## config.mk

```make
export PLATFORM = sky130hd
export DESIGN_NAME = mem_access_ctrl
export DESIGN_NICKNAME = d
export VERILOG_FILES = /design/src/rtl/mem_ctrl_defs.sv /design/src/rtl/wait_timer.sv /design/src/rtl/mem_access_ctrl.sv
export SDC_FILE = /design/constraint.sdc
export NUM_CORES = 1
export LEC_CHECK = 0
export ABC_CLOCK_PERIOD_IN_PS = 3900
export CAP_MARGIN = 25
export CORE_MARGIN = 3
export CORE_UTILIZATION = 50
export DETAILED_ROUTE_END_ITERATION = 7
export GPL_TIMING_DRIVEN = 0
export PLACE_DENSITY = 0.79
export SLEW_MARGIN = 5
export SYNTH_ARGS = -nofsm -noshare
export SYNTH_HDL_FRONTEND = slang
export SYNTH_SLANG_ARGS = --single-unit
```

## constraint.sdc

```tcl
create_clock -name clk -period 3.9 [get_ports clk]
set_clock_uncertainty 0.2 [all_clocks]
set_input_delay 0.78 -clock clk [delete_from_list [all_inputs] [get_ports clk]]
set_output_delay 0.78 -clock clk [all_outputs]
set_load 0.02 [all_outputs]
```

## src/rtl/mem_ctrl_defs.sv

```systemverilog
// Shared definitions for the memory access sequencer: one-hot state indices,
// access-type constants, the registered output bundle and its state decoder.
package mem_ctrl_defs;

    typedef enum logic [3:0] {
        S_IDLE       = 4'd0,
        S_LOAD_MAR   = 4'd1,
        S_WR_LATCH   = 4'd2,
        S_MEM_WR     = 4'd3,
        S_MEM_RD     = 4'd4,
        S_RD_CAPTURE = 4'd5,
        S_RD_DRIVE   = 4'd6,
        S_DONE       = 4'd7,
        S_ERR        = 4'd8
    } state_idx_e;

    localparam int unsigned NUM_STATES = 9;

    typedef logic [NUM_STATES-1:0] state_vec_t;

    localparam logic RW_READ  = 1'b0;
    localparam logic RW_WRITE = 1'b1;

    localparam int unsigned DEFAULT_TIMEOUT = 16;

    typedef struct packed {
        logic marLoad;
        logic mdrWriteEn;
        logic mdrReadEn;
        logic mdrOutEn;
        logic memRead;
        logic memWrite;
        logic busy;
        logic done;
        logic err;
    } ctrl_out_t;

    function automatic state_vec_t onehot(input state_idx_e idx);
        state_vec_t v;
        v      = '0;
        v[idx] = 1'b1;
        return v;
    endfunction

    // memRead spans MEM_RD and RD_CAPTURE so read data stays valid while MDR captures it.
    function automatic ctrl_out_t decode_outputs(input state_vec_t s);
        ctrl_out_t o;
        o            = '0;
        o.marLoad    = s[S_LOAD_MAR];
        o.mdrWriteEn = s[S_WR_LATCH];
        o.mdrReadEn  = s[S_RD_CAPTURE];
        o.mdrOutEn   = s[S_RD_DRIVE];
        o.memRead    = s[S_MEM_RD] | s[S_RD_CAPTURE];
        o.memWrite   = s[S_MEM_WR];
        o.busy       = ~s[S_IDLE];
        o.done       = s[S_DONE];
        o.err        = s[S_ERR];
        return o;
    endfunction

endpackage

```

## src/rtl/wait_timer.sv

```systemverilog
// Wait-state counter for the memory handshake; expired marks the last
// permitted cycle of an access. Saturates instead of wrapping.
module wait_timer
    import mem_ctrl_defs::*;
#(
    parameter int unsigned TIMEOUT = DEFAULT_TIMEOUT
) (
    input  logic clk,
    input  logic reset,
    input  logic clr,
    input  logic en,
    output logic expired
);

    localparam int unsigned   W    = $clog2(TIMEOUT + 1);
    localparam logic [W-1:0]  LAST = W'(TIMEOUT - 1);

    logic [W-1:0] count_q;
    logic [W-1:0] count_d;

    always_comb begin
        count_d = count_q;
        if (clr) begin
            count_d = '0;
        end else if (en && (count_q != LAST)) begin
            count_d = count_q + W'(1);
        end
    end

    always_ff @(posedge clk or posedge reset) begin
        if (reset) begin
            count_q <= '0;
        end else begin
            count_q <= count_d;
        end
    end

    assign expired = (count_q == LAST);

endmodule

```

## src/rtl/mem_access_ctrl.sv

```systemverilog
// MAR/MDR/memory access sequencer: turns a read or write request into a series
// of registered, glitch-free strobes with a bounded memory handshake.
module mem_access_ctrl
    import mem_ctrl_defs::*;
#(
    parameter int unsigned TIMEOUT = DEFAULT_TIMEOUT
) (
    input  logic clk,
    input  logic reset,
    input  logic start,
    input  logic rw,
    input  logic memReady,
    output logic marLoad,
    output logic mdrWriteEn,
    output logic mdrReadEn,
    output logic mdrOutEn,
    output logic memRead,
    output logic memWrite,
    output logic busy,
    output logic done,
    output logic err
);

    state_vec_t state_q;
    state_vec_t state_d;
    logic       rw_q;
    logic       rw_d;
    ctrl_out_t  out_q;
    ctrl_out_t  out_d;

    logic in_mem;
    logic timer_clr;
    logic timer_en;
    logic timer_expired;
    logic timeout;

    // Holding the timer clear outside MEM_* guarantees a zero count on entry.
    assign in_mem    = state_q[S_MEM_RD] | state_q[S_MEM_WR];
    assign timer_clr = ~in_mem;
    assign timer_en  = in_mem & ~memReady;
    assign timeout   = timer_expired & ~memReady;

    wait_timer #(
        .TIMEOUT(TIMEOUT)
    ) u_wait_timer (
        .clk    (clk),
        .reset  (reset),
        .clr    (timer_clr),
        .en     (timer_en),
        .expired(timer_expired)
    );

    always_ff @(posedge clk or posedge reset) begin
        if (reset) begin
            state_q <= onehot(S_IDLE);
            rw_q    <= RW_READ;
            out_q   <= '0;
        end else begin
            state_q <= state_d;
            rw_q    <= rw_d;
            out_q   <= out_d;
        end
    end

    always_comb begin
        state_d = onehot(S_IDLE);
        rw_d    = rw_q;
        case (1'b1)
            state_q[S_IDLE]: begin
                if (start) begin
                    state_d = onehot(S_LOAD_MAR);
                    rw_d    = rw;
                end
            end
            state_q[S_LOAD_MAR]: begin
                if (rw_q == RW_WRITE) begin
                    state_d = onehot(S_WR_LATCH);
                end else begin
                    state_d = onehot(S_MEM_RD);
                end
            end
            state_q[S_WR_LATCH]: state_d = onehot(S_MEM_WR);
            state_q[S_MEM_WR]: begin
                if (memReady) begin
                    state_d = onehot(S_DONE);
                end else if (timeout) begin
                    state_d = onehot(S_ERR);
                end else begin
                    state_d = onehot(S_MEM_WR);
                end
            end
            state_q[S_MEM_RD]: begin
                if (memReady) begin
                    state_d = onehot(S_RD_CAPTURE);
                end else if (timeout) begin
                    state_d = onehot(S_ERR);
                end else begin
                    state_d = onehot(S_MEM_RD);
                end
            end
            state_q[S_RD_CAPTURE]: state_d = onehot(S_RD_DRIVE);
            state_q[S_RD_DRIVE]:   state_d = onehot(S_DONE);
            default:               state_d = onehot(S_IDLE);
        endcase
    end

    // Outputs decode the next state so every strobe leaves a flop directly.
    always_comb begin
        out_d = decode_outputs(state_d);
    end

    assign marLoad    = out_q.marLoad;
    assign mdrWriteEn = out_q.mdrWriteEn;
    assign mdrReadEn  = out_q.mdrReadEn;
    assign mdrOutEn   = out_q.mdrOutEn;
    assign memRead    = out_q.memRead;
    assign memWrite   = out_q.memWrite;
    assign busy       = out_q.busy;
    assign done       = out_q.done;
    assign err        = out_q.err;

endmodule

```

# Word level (Yosys, flattened, before mapping)
# Index checks and enable logic that the tools add are counted.
totals:
  input_bits: 5
  rom_bits: 0
  memories: 0
  word_cells: 39
  ff_bits: 22
  latchBits: 0
  output_inout_bits: 9
  ram_bits: 0
classes:
  mul: 0
  n_reduce_logical: 2
  shifts: 0
  mux: 15
  n_bitwise: 6
  div: 0
  addsub: 1
  eq_ne: 3
  n_lt_le_gt_ge: 0
ops:
  columns: ["op", "n"]
  rows:
  - ["$mux W9", 9]
  - ["$mux W8", 2]
  - ["$mux W5", 3]
  - ["$add A5 B1 Y5 const B", 1]
  - ["$eq A5 B4 Y1 const B", 1]
  - ["$ne A5 B4 Y1 const B", 1]
  - ["$and A1 B1 Y1", 2]
  - ["$mux W2", 1]
  - ["$ne A2 B1 Y1 const B", 1]
  - ["$not A1 Y1", 2]
  - ["$or A1 B1 Y1", 2]
  - ["$reduce_and A2 Y1", 1]
  - ["$logic_and A1 B1 Y1", 1]

# Depth between registers and ports, before layout
# Gate-level depths: netlist (run 1).
depth:
  ltp_word: 10
  ltp_mapped: 6
  depth_no_buf: 6

# By module
# A second synthesis (run 1) with hierarchy kept.
unflattened:
  cells_unflattened: 63
  area_unflattened_um2: 793.3
modules_own_cells:
  columns: ["module", "seq_area_each_um2", "area_each_um2", "cells_per_inst", "n_inst"]
  rows:
  - ["mem_access_ctrl", 301.5, 529.3, 39, 1]
  - ["wait_timer", 125.1, 264.0, 24, 1]

# Worst setup path before layout (run 1)
# OpenSTA, ideal clock, no wires.
synth_path:
  path_kind: "reg2reg"
  from: "register u_wait_timer.count_q[0]"
  to: "register u_wait_timer.count_q[3]"
  required_time_ns: 3.622
  arrival_ns: 1.649
  synth_period_minus_slack_ns: 1.926
  stages_incl_launch_ff: 7
  path_buffers: 0
  setup_slack_ns: 1.974
  setup_time_ns: 0.078
  path_cell_list: "dfrtp_1 ha_1 and3_1 ha_1 or2_4 or3_1 a21oi_1"
synth_between:
  elab_chain_len: 3
  word_cells_on_any_way: 6
  cone_classes: "add/sub (1); eq/ne (2); mux (2); reduce/logical (1)"
synth_rtl:
  columns: ["item", "line", "source"]
  rows:
  - ["start, declared", "wait_timer.sv:18", "logic [W-1:0] count_q;"]
  - ["start signal, assigned", "wait_timer.sv:34", "count_q <= count_d;"]
  - ["$add A5 B1 Y5 / $ne A5 B4 Y1 (equally long branches)", "wait_timer.sv:26, wait_timer.sv:25", null]
  - ["$mux W5 / $logic_and A1 B1 Y1 (equally long branches)", "wait_timer.sv:25", "end else if (en && (count_q != LAST)) begin"]
  - ["$mux W5 / $ne A2 B1 Y1 (equally long branches)", null, null]
# Several ways; a longest one is shown, not always the timed one. The select of a mux whose other input is x is not followed.
# A chain may end at the register's enable or synchronous reset.

==> results of run 1 <==
## synth_stat cells (all sizes together) (2+ instances only)
| cell | number |
|---|---|
| nand3b | 2 |
| xnor2 | 2 |
| ha | 2 |
| dfrtp | 16 |
| o21ai | 3 |
| inv | 4 |
| nor3 | 3 |
| nand2 | 3 |
| a21oi | 3 |
| nor2 | 6 |
| and3 | 3 |
## final cells by class
cell class / instances / area (sq um)
well taps: 14 / 17.5
flip-flops and latches: 17 / 427
inverters: 4 / 15.0
fillers: 88 / 330
repair buffers: 13 / 130
multi-input cells: 40 / 254
clock buffers: 3 / 22.5
clock inverters: 1 / 5.00
## per-stage QoR
stage	total power, mW	util [%]	hold slack [ns]
after global routing	0.510	72.5	0.354
after detailed placement	0.388	70.2	0.296
after floorplan	0.325	-	0.286
after CTS	0.480	72.5	0.314
final	0.478	72.5	0.315
after global placement	0.381	70.2	0.279
## power groups by stage
stage	Combinational, mW	Clock (mW)	Sequential (mW)
floorplan	0.0670	0	0.258
global placement	0.140	0	0.241
detailed placement	0.145	0	0.243
CTS	0.145	0.0953	0.240
global route	0.161	0.104	0.245
finish	0.144	0.0940	0.240
## routing by layer
| metal | global-route usage (%) | vias to the layer above |
|---|---|---|
| met5 | 0 | - |
| met4 | 7.23 | 0 |
| met3 | 2.97 | 4 |
| met2 | 26.8 | 14 |
| met1 | 23.6 | 241 |
| li1 | - | 245 |
## path summary, 6_finish.rpt
kind,start,to,slack [ns],depth (start not counted)
max,state_q[3],memWrite,1.57,1
min,mdrOutEn,state_q[0],0.32,1
max reg2reg,u_wait_timer.count_q[0],u_wait_timer.count_q[3],1.86,6
min reg2reg,mdrOutEn,state_q[0],0.32,1
max in group asynchronous,reset,state_q[5],2.42,2
min in group asynchronous,reset,state_q[4],0.66,2
## sequential cells by signal (all words and copies together) (netlist names)
name                  count
rw_q                      1
err                       1
memRead                   1
u_wait_timer.count_q      5
mdrOutEn                  1
done                      1
state_q                   6
busy                      1
## cells by family (layout without fill, tap and decap cells)
family,count (synthesis),count (layout),share of synthesized area (%)
buffers and inverters,4,21,2.16
DFF,17,17,61.3
adders and majority gates,2,2,3.60
xor gates and xnor gates,2,2,2.52
muxes,1,1,1.62
AOI/OAI and AO/OA,10,10,8.63
and+or+nand+nor,25,25,20.1
==> flow_summary.toml, run 1 <==
[pwr]
clockPowerShare_pct = 19.7
vdd.ir_drop.worst_mv = 0.340
power_density_nw_per_um2 = 549
switchingPower_uw = 159
pwr-share-comb_pct = 30.2
p_int_uw = 318
p_sw_share_pct = 33.3
p_leak_nw = 0.405
p_seq_share_pct = 50.2

[floorplan]
fp.dieW_um = 43.3
ios = 14
rows = 12
initial_utilization_pct = 57.9
fp.dieH_um = 43.3
dieArea_sq_um = 1870
core-area_sq_um = 1200

[worst_setup_path]
max_stage_delay_ns = 0.63
worstPathMaxFanout = 6
crit_required_ns = 2.92
cp-start-kind = "flop"
critPathTopFamily = "buffers and inverters"
cpMaxStageDelayCell = "clkdlybuf4s50_1"
path_cells = "clkdlybuf4s50_1"
path_buf_inv = 1
critical_path_class = "reg -> out"
worst_setup_path_end_kind = "output port"
arrival_ns = 1.35

[clock_network]
tritoncts = "yes"
postCtsHoldBufs = 0
clk_path_buf_depth = 2
postCtsSetupBuffers = 0
clockRootBuffer = "clkbuf_4"
post_cts_resized = 0
htree_levels = 1
clkSinkCount = 17
cts_buffers = 3
cts.clk_slew.worst_paths_ns = 0.11
clk_latency_ns = 0.29

[synth]
synthArstFlopShare_pct = 100
synth_area_leaders = "dfrtp_1, dfstp_2, ha_1"
netlist_instances = 61
synthDistinctLibCells = 25
avgSynthCellArea_sq_um = 11.4
ys_ff_latch = 17
synth_ff_type = "dfrtp_1"
syn-cell-area_sq_um = 696
yosysTopAreaCell = "dfrtp_1"
yosys_warnings = 0
synth_fp_nets = 68
synth_top_area_share_pct = 57.6
yosysSeqAreaShare_pct = 61.3
synth_edf_count = 0

[timing]
relSlewSlack_pct = 57.4
setup_violations = 0
period_share_pct = 59.6
maxSlewViolCount = 0
worstMarginPinSlew_ns = 0.638
layout_min_cycle_time_ns = 2.33
setup_tns_ns = 0
max_freq_ghz = 0.430
grt_setup_unrepaired = "no"
fin_ws_ns = 1.57
hold_viol_final = 0

[drt]
final_antenna_net_count = 0
met3_length_um = 65
met1_length_um = 599
vias = 504
drt_iter0_drc = 7
drc = 0
vias_per_cell = 5.48
wl_per_cell_um = 14.5
wl_um = 1330
met2_length_um = 647
highest_layer = "met4"
drt_pass1_iterations = 4

[finish]
finalNonFillerCells = 92
finalNetCount = 86
diodes = 0
layout_commonest_cell = "dfrtp_1"
syn_to_final_growth_pct = 25.2
layout_common_cells = "dfrtp_1, clkdlybuf4s50_1, nor2_1, inv_1"
final_cell_area_sq_um = 871
layout-drive-gt1-share_pct = 10.3

[placed_design]
post-place-ws_ns = 1.54
place_area_sq_um = 843
place_inst = 88
io_buffers = 13
gp_congestion = 0.805
place_hpwl_um = 1010

[status]
outcome = "finished clean"

[worst_hold_path]
hold_path_class = "reg -> reg"

[global_route]
grt_usage_pct = 17.2
grt_pass1_wl_um = 2390
grt_max_degree = 18
antenna_found_initial = 0
overflow = 0
grt_pass1_vias = 524

[job]
drv_cap = 0
No activity file was read; power rests on OpenSTA's default activity.
==> inputs of run 2 (changes only) <==
ABC_CLOCK_PERIOD_IN_PS = 1900   (was 3900)
CORE_UTILIZATION = 43   (was 50)
PLACE_DENSITY = 0.72   (was 0.79)
clock period = 1.9 ns   (was 3.9 ns; I/O delays follow)
==> run 2 against run 1 <==
  * Utilization decreased by 7.6 points
  * Total power increased by 100%
  * Wire length decreased by 4.8%
  * Sequential share of layout area decreased by 2.0 points
  * Cell area increased by 4.3%
  * Critical path depth increased by 5
  * Count of clock-buffer cells in the layout unchanged
  * Final cell count increased by 3.3%
  * First-iteration DRC count decreased by 57%
  * Via count decreased by 0.60%
  * Largest cell class unchanged
==> flow_summary.toml, run 2 (synthesis gave the netlist of run 1 again) <==
[status]
outcome = "finished clean"

[drt]
vias = 501
drc = 0
wl_per_cell_um = 13.4
final_antenna_net_count = 0
wl_um = 1270
drt_iter0_drc = 3
vias_per_cell = 5.27
drt_pass1_iterations = 4

[job]
drv_cap = 0

[placed_design]
place_hpwl_um = 888
gp_congestion = 0.793
io_buffers = 13
place_inst = 89
post-place-ws_ns = -0.0861

[worst_setup_path]
worst_setup_path_end_kind = "flop"
cp-start-kind = "flop"
critical_path_class = "reg -> reg"
worstPathMaxFanout = 4
crit-reg2reg-launch = "u_wait_timer.count_q[1]"
r2r_setup_slack_ns = 0.004
rr_worst_depth = 6
r2r-end = "u_wait_timer.count_q[3]"
arrival_ns = 1.92
crit_required_ns = 1.92

[clock_network]
clockRootBuffer = "clkbuf_4"
tritoncts = "yes"
cts.clk_slew.worst_paths_ns = 0.09
cts_buffers = 3
clkSinkCount = 17
clk_latency_ns = 0.29
clk_path_buf_depth = 2
htree_levels = 1

[finish]
diodes = 0
finalNetCount = 88
syn_to_final_growth_pct = 30.6
layout-drive-gt1-share_pct = 17.5
top_register = "state_q"
largest_reg_flops = 6
finalNonFillerCells = 95
layout_common_cells = "dfrtp_1, clkdlybuf4s50_1, nor2_1, inv_1"
regArea_sq_um = 427
largestRegisters = "state_q x6, u_wait_timer.count_q x5"
layout_commonest_cell = "dfrtp_1"
multi_input_area_sq_um = 277
n_fill_cell = 114

[timing]
grt_setup_unrepaired = "yes"
relSlewSlack_pct = 58.2
fin_ws_ns = 0.00423
max_freq_ghz = 0.527
maxSlewViolCount = 0
layout_min_cycle_time_ns = 1.90
worstMarginPinSlew_ns = 0.626
setup_violations = 0
hold_viol_final = 0
period_share_pct = 99.8

[global_route]
overflow = 0
grt_pass1_vias = 496
grt_usage_pct = 13.5
grt_pass1_wl_um = 1990
antenna_found_initial = 0
grt_max_degree = 18

[pwr]
p_leak_nw = 0.443
p_seq_share_pct = 50.1
clockPowerShare_pct = 18.9
p_int_uw = 658
vdd.ir_drop.worst_mv = 0.502
pwr-share-comb_pct = 31.0
power_density_nw_per_um2 = 1070
switchingPower_uw = 313
p_sw_share_pct = 32.2

[floorplan]
fp.dieW_um = 46.2
ios = 14
core-area_sq_um = 1400
rows = 13
dieArea_sq_um = 2140
initial_utilization_pct = 49.7
fp.dieH_um = 46.2

[worst_hold_path]
hold_path_class = "in -> async"
run 2: metrics by stage:
| step | hold slack, ns | power (mW) | utilization [%] | cell area (sq um) | TNS [ns] |
|---|---|---|---|---|---|
| floorplan | 0.105 | 0.667 | - | 698 | 0 |
| global placement | 0.285 | 0.782 | 60.6 | 847 | -0.0606 |
| detailed placement | 0.293 | 0.789 | 60.6 | 847 | -0.0861 |
| CTS | 0.270 | 0.975 | 62.8 | 878 | -0.0213 |
| global route | 0.300 | 1.04 | 64.9 | 908 | -0.0511 |
| finish | 0.259 | 0.971 | 64.9 | 908 | 0 |
run 2: power groups by stage:
stage	registers [mW]	clock network (mW)	logic, mW
after floorplan	0.530	0	0.138
after global placement	0.493	0	0.288
after detailed placement	0.498	0	0.292
after CTS	0.487	0.194	0.295
after global routing	0.495	0.212	0.333
final	0.486	0.184	0.301
run 2: layout make-up:
cell class	instances	share of cell area (%)
Clock buffer	3	2.48
Clock inverter	1	0.551
Inverter	4	1.65
Multi-Input combinational cell	40	30.4
Sequential cell	17	47.0
Tap cell	15	2.07
Timing Repair Buffer	15	15.8
run 2: worst max-delay path: stages, from the launching register on:
cell	delay (ns)
dfrtp_1	0.41
ha_2	0.18
and3_4	0.18
ha_4	0.17
or2_4	0.24
or3_1	0.34
a21oi_1	0.12
run 2: timing repair:
item,in CTS,in global routing
resized for setup,3,5
endpoints found under the setup margin,4,3
setup buffers,1,1
pin swaps,1,0
hold buffers,0,0
run 2: worst max path at each step:
stage	to	slack, ns	from	depth (start not counted)
final	u_wait_timer.count_q[3]	0.004	u_wait_timer.count_q[1]	6
after global routing	u_wait_timer.count_q[3]	-0.05	u_wait_timer.count_q[1]	6
after CTS	u_wait_timer.count_q[3]	-0.02	u_wait_timer.count_q[0]	6
after detailed placement	u_wait_timer.count_q[3]	-0.09	u_wait_timer.count_q[0]	6
after global placement	u_wait_timer.count_q[3]	-0.06	u_wait_timer.count_q[0]	6
after floorplan	u_wait_timer.count_q[3]	0.002	u_wait_timer.count_q[0]	6
run 2: routing by layer:
layer | track usage [%] | share of wire, % | routed length, um | vias to the layer above
met2 | 22.0 | 51 | 653 | 15
met3 | 7.03 | 6.5 | 82 | 2
met5 | 0 | 0 | 0 | -
li1 | - | - | - | 246
met1 | 14.6 | 41 | 526 | 238
met4 | 5.11 | 0.63 | 8 | 0
==> inputs of run 3 (changes only) <==
CELL_PAD_IN_SITES_DETAIL_PLACEMENT = 0   (was default)
CELL_PAD_IN_SITES_GLOBAL_PLACEMENT = 1   (was default)
CORE_ASPECT_RATIO = 1.4   (was default)
CORE_UTILIZATION = 34   (was 43)
PLACE_DENSITY = 0.73   (was 0.72)
RECOVER_POWER = 25   (was default)
==> run 3 against run 2 <==
  * Critical path depth is the same
  * Sequential share of layout area shrank 0.89 points
  * Combinational power is essentially flat
  * Global-route usage shrank 2.4 points
  * Final cell count grew 6.3%
  * Wire length grew 8.5%
  * Register-to-register slack gained 0.02 ns
  * Critical path type unchanged
  * Largest cell class unchanged
  * Highest routed layer unchanged
==> flow_summary.toml, run 3 (synthesis gave the netlist of run 1 again) <==
[status]
outcome = "finished clean"

[worst_setup_path]
worst_setup_path_end_kind = "flop"
crit_required_ns = 1.90
cp-start-kind = "flop"
critPathTopFamily = "simple AND/OR/NAND/NOR gates"
max_stage_delay_ns = 0.40
path_buf_inv = 0
critical_path_class = "reg -> reg"
cpMaxStageDelayCell = "dfrtp_1"
worstPathMaxFanout = 5
path_cells = "ha_2 > and3_4 > ha_4 > nor2_1 > nor2_1 > a211oi_1"
arrival_ns = 1.87
cpMostUsedCell = "nor2_1"

[floorplan]
fp.dieH_um = 59.5
ios = 14
initial_utilization_pct = 37.7
rows = 18
fp.dieW_um = 44.2
dieArea_sq_um = 2630
core-area_sq_um = 1850

[global_route]
antenna_found_initial = 0
grt_max_degree = 18
grt_pass1_vias = 493
overflow = 0
grt_usage_pct = 11.0
grt_pass1_wl_um = 2060

[finish]
layout_commonest_cell = "dfrtp_1"
multi_input_area_sq_um = 278
layout-drive-gt1-share_pct = 18.5
diodes = 0
top_register = "state_q"
largest_reg_flops = 6
finalNetCount = 89
n_fill_cell = 185
largestRegisters = "state_q x6, u_wait_timer.count_q x5"
layout_common_cells = "dfrtp_1, clkdlybuf4s50_1, nor2_1, inv_1"
syn_to_final_growth_pct = 33.1
regArea_sq_um = 427
postLayoutCoreUtil_pct = 50.1

[pwr]
power_density_nw_per_um2 = 1060
vdd.ir_drop.worst_mv = 0.704
p_leak_nw = 0.465

[job]
drv_cap = 0

[drt]
final_antenna_net_count = 0
vias_per_cell = 4.97
drc = 0
wl_um = 1380
drt_iter0_drc = 5
drt_pass1_iterations = 4
wl_per_cell_um = 13.6
vias = 502

[timing]
worstMarginPinSlew_ns = 0.629
grt_setup_unrepaired = "yes"
max_freq_ghz = 0.533
maxSlewViolCount = 0
hold_viol_final = 0
layout_min_cycle_time_ns = 1.88
period_share_pct = 98.8
relSlewSlack_pct = 58.0
setup_violations = 0
hold_slack_ns = 0.267

[placed_design]
place_hpwl_um = 952
gp_congestion = 0.747
io_buffers = 13

[clock_network]
tritoncts = "yes"
htree_levels = 1
clockRootBuffer = "clkbuf_4"
clk_latency_ns = 0.29
cts_buffers = 3
clkSinkCount = 17
clk_path_buf_depth = 2
cts.clk_slew.worst_paths_ns = 0.10
postCtsHoldBufs = 0

[worst_hold_path]
hold_path_class = "reg -> reg"
==> run 3: path summary, 6_finish.rpt <==
path	end	start	cells after the start	slack, ns
max	u_wait_timer.count_q[4]	u_wait_timer.count_q[0]	6	0.02
min	state_q[0]	mdrOutEn	1	0.27
max reg2reg	u_wait_timer.count_q[4]	u_wait_timer.count_q[0]	6	0.02
min reg2reg	state_q[0]	mdrOutEn	1	0.27
max in group asynchronous	err	reset	2	0.70
min in group asynchronous	u_wait_timer.count_q[2]	reset	2	0.40
==> run 3: final cells by class <==
type	count	share of cell area (%)
Clock buffer	3	2.43
Clock inverter	1	0.541
Inverter	4	1.62
Multi-Input combinational cell	40	30.0
Sequential cell	17	46.1
Tap cell	20	2.70
Timing Repair Buffer	16	16.6
==> run 3: timing repair <==
item	4_1_cts	5_1_grt
pin swaps	2	2
setup endpoints to repair	5	4
buffers inserted	1	2
resized for setup	4	5
==> run 3: routing by layer <==
layer  global-route usage, %  share of wire (%)
met5                       0                  0
met1                    12.3                 44
met4                    6.47                2.1
met2                    18.5                 49
met3                    2.74                4.3
==> run 3: through the flow <==
step / total power, mW / instances / setup TNS [ns] / instance area (sq um) / worst slack (ns)
floorplan: 0.667 / 61 / 0 / 698 / 0.00162
global placement: 0.785 / 94 / -0.0842 / 853 / -0.0842
detailed placement: 0.787 / 94 / -0.0936 / 853 / -0.0936
CTS: 0.980 / 99 / -0.0599 / 887 / -0.0599
global route: 1.05 / 101 / -0.0909 / 926 / -0.0532
finish: 0.977 / 101 / 0 / 926 / 0.0221
==> run 3: power breakdown <==
group	internal, mW	switching, mW
Combinational	0.139	0.163
Sequential	0.439	0.0471
Clock	0.0784	0.110
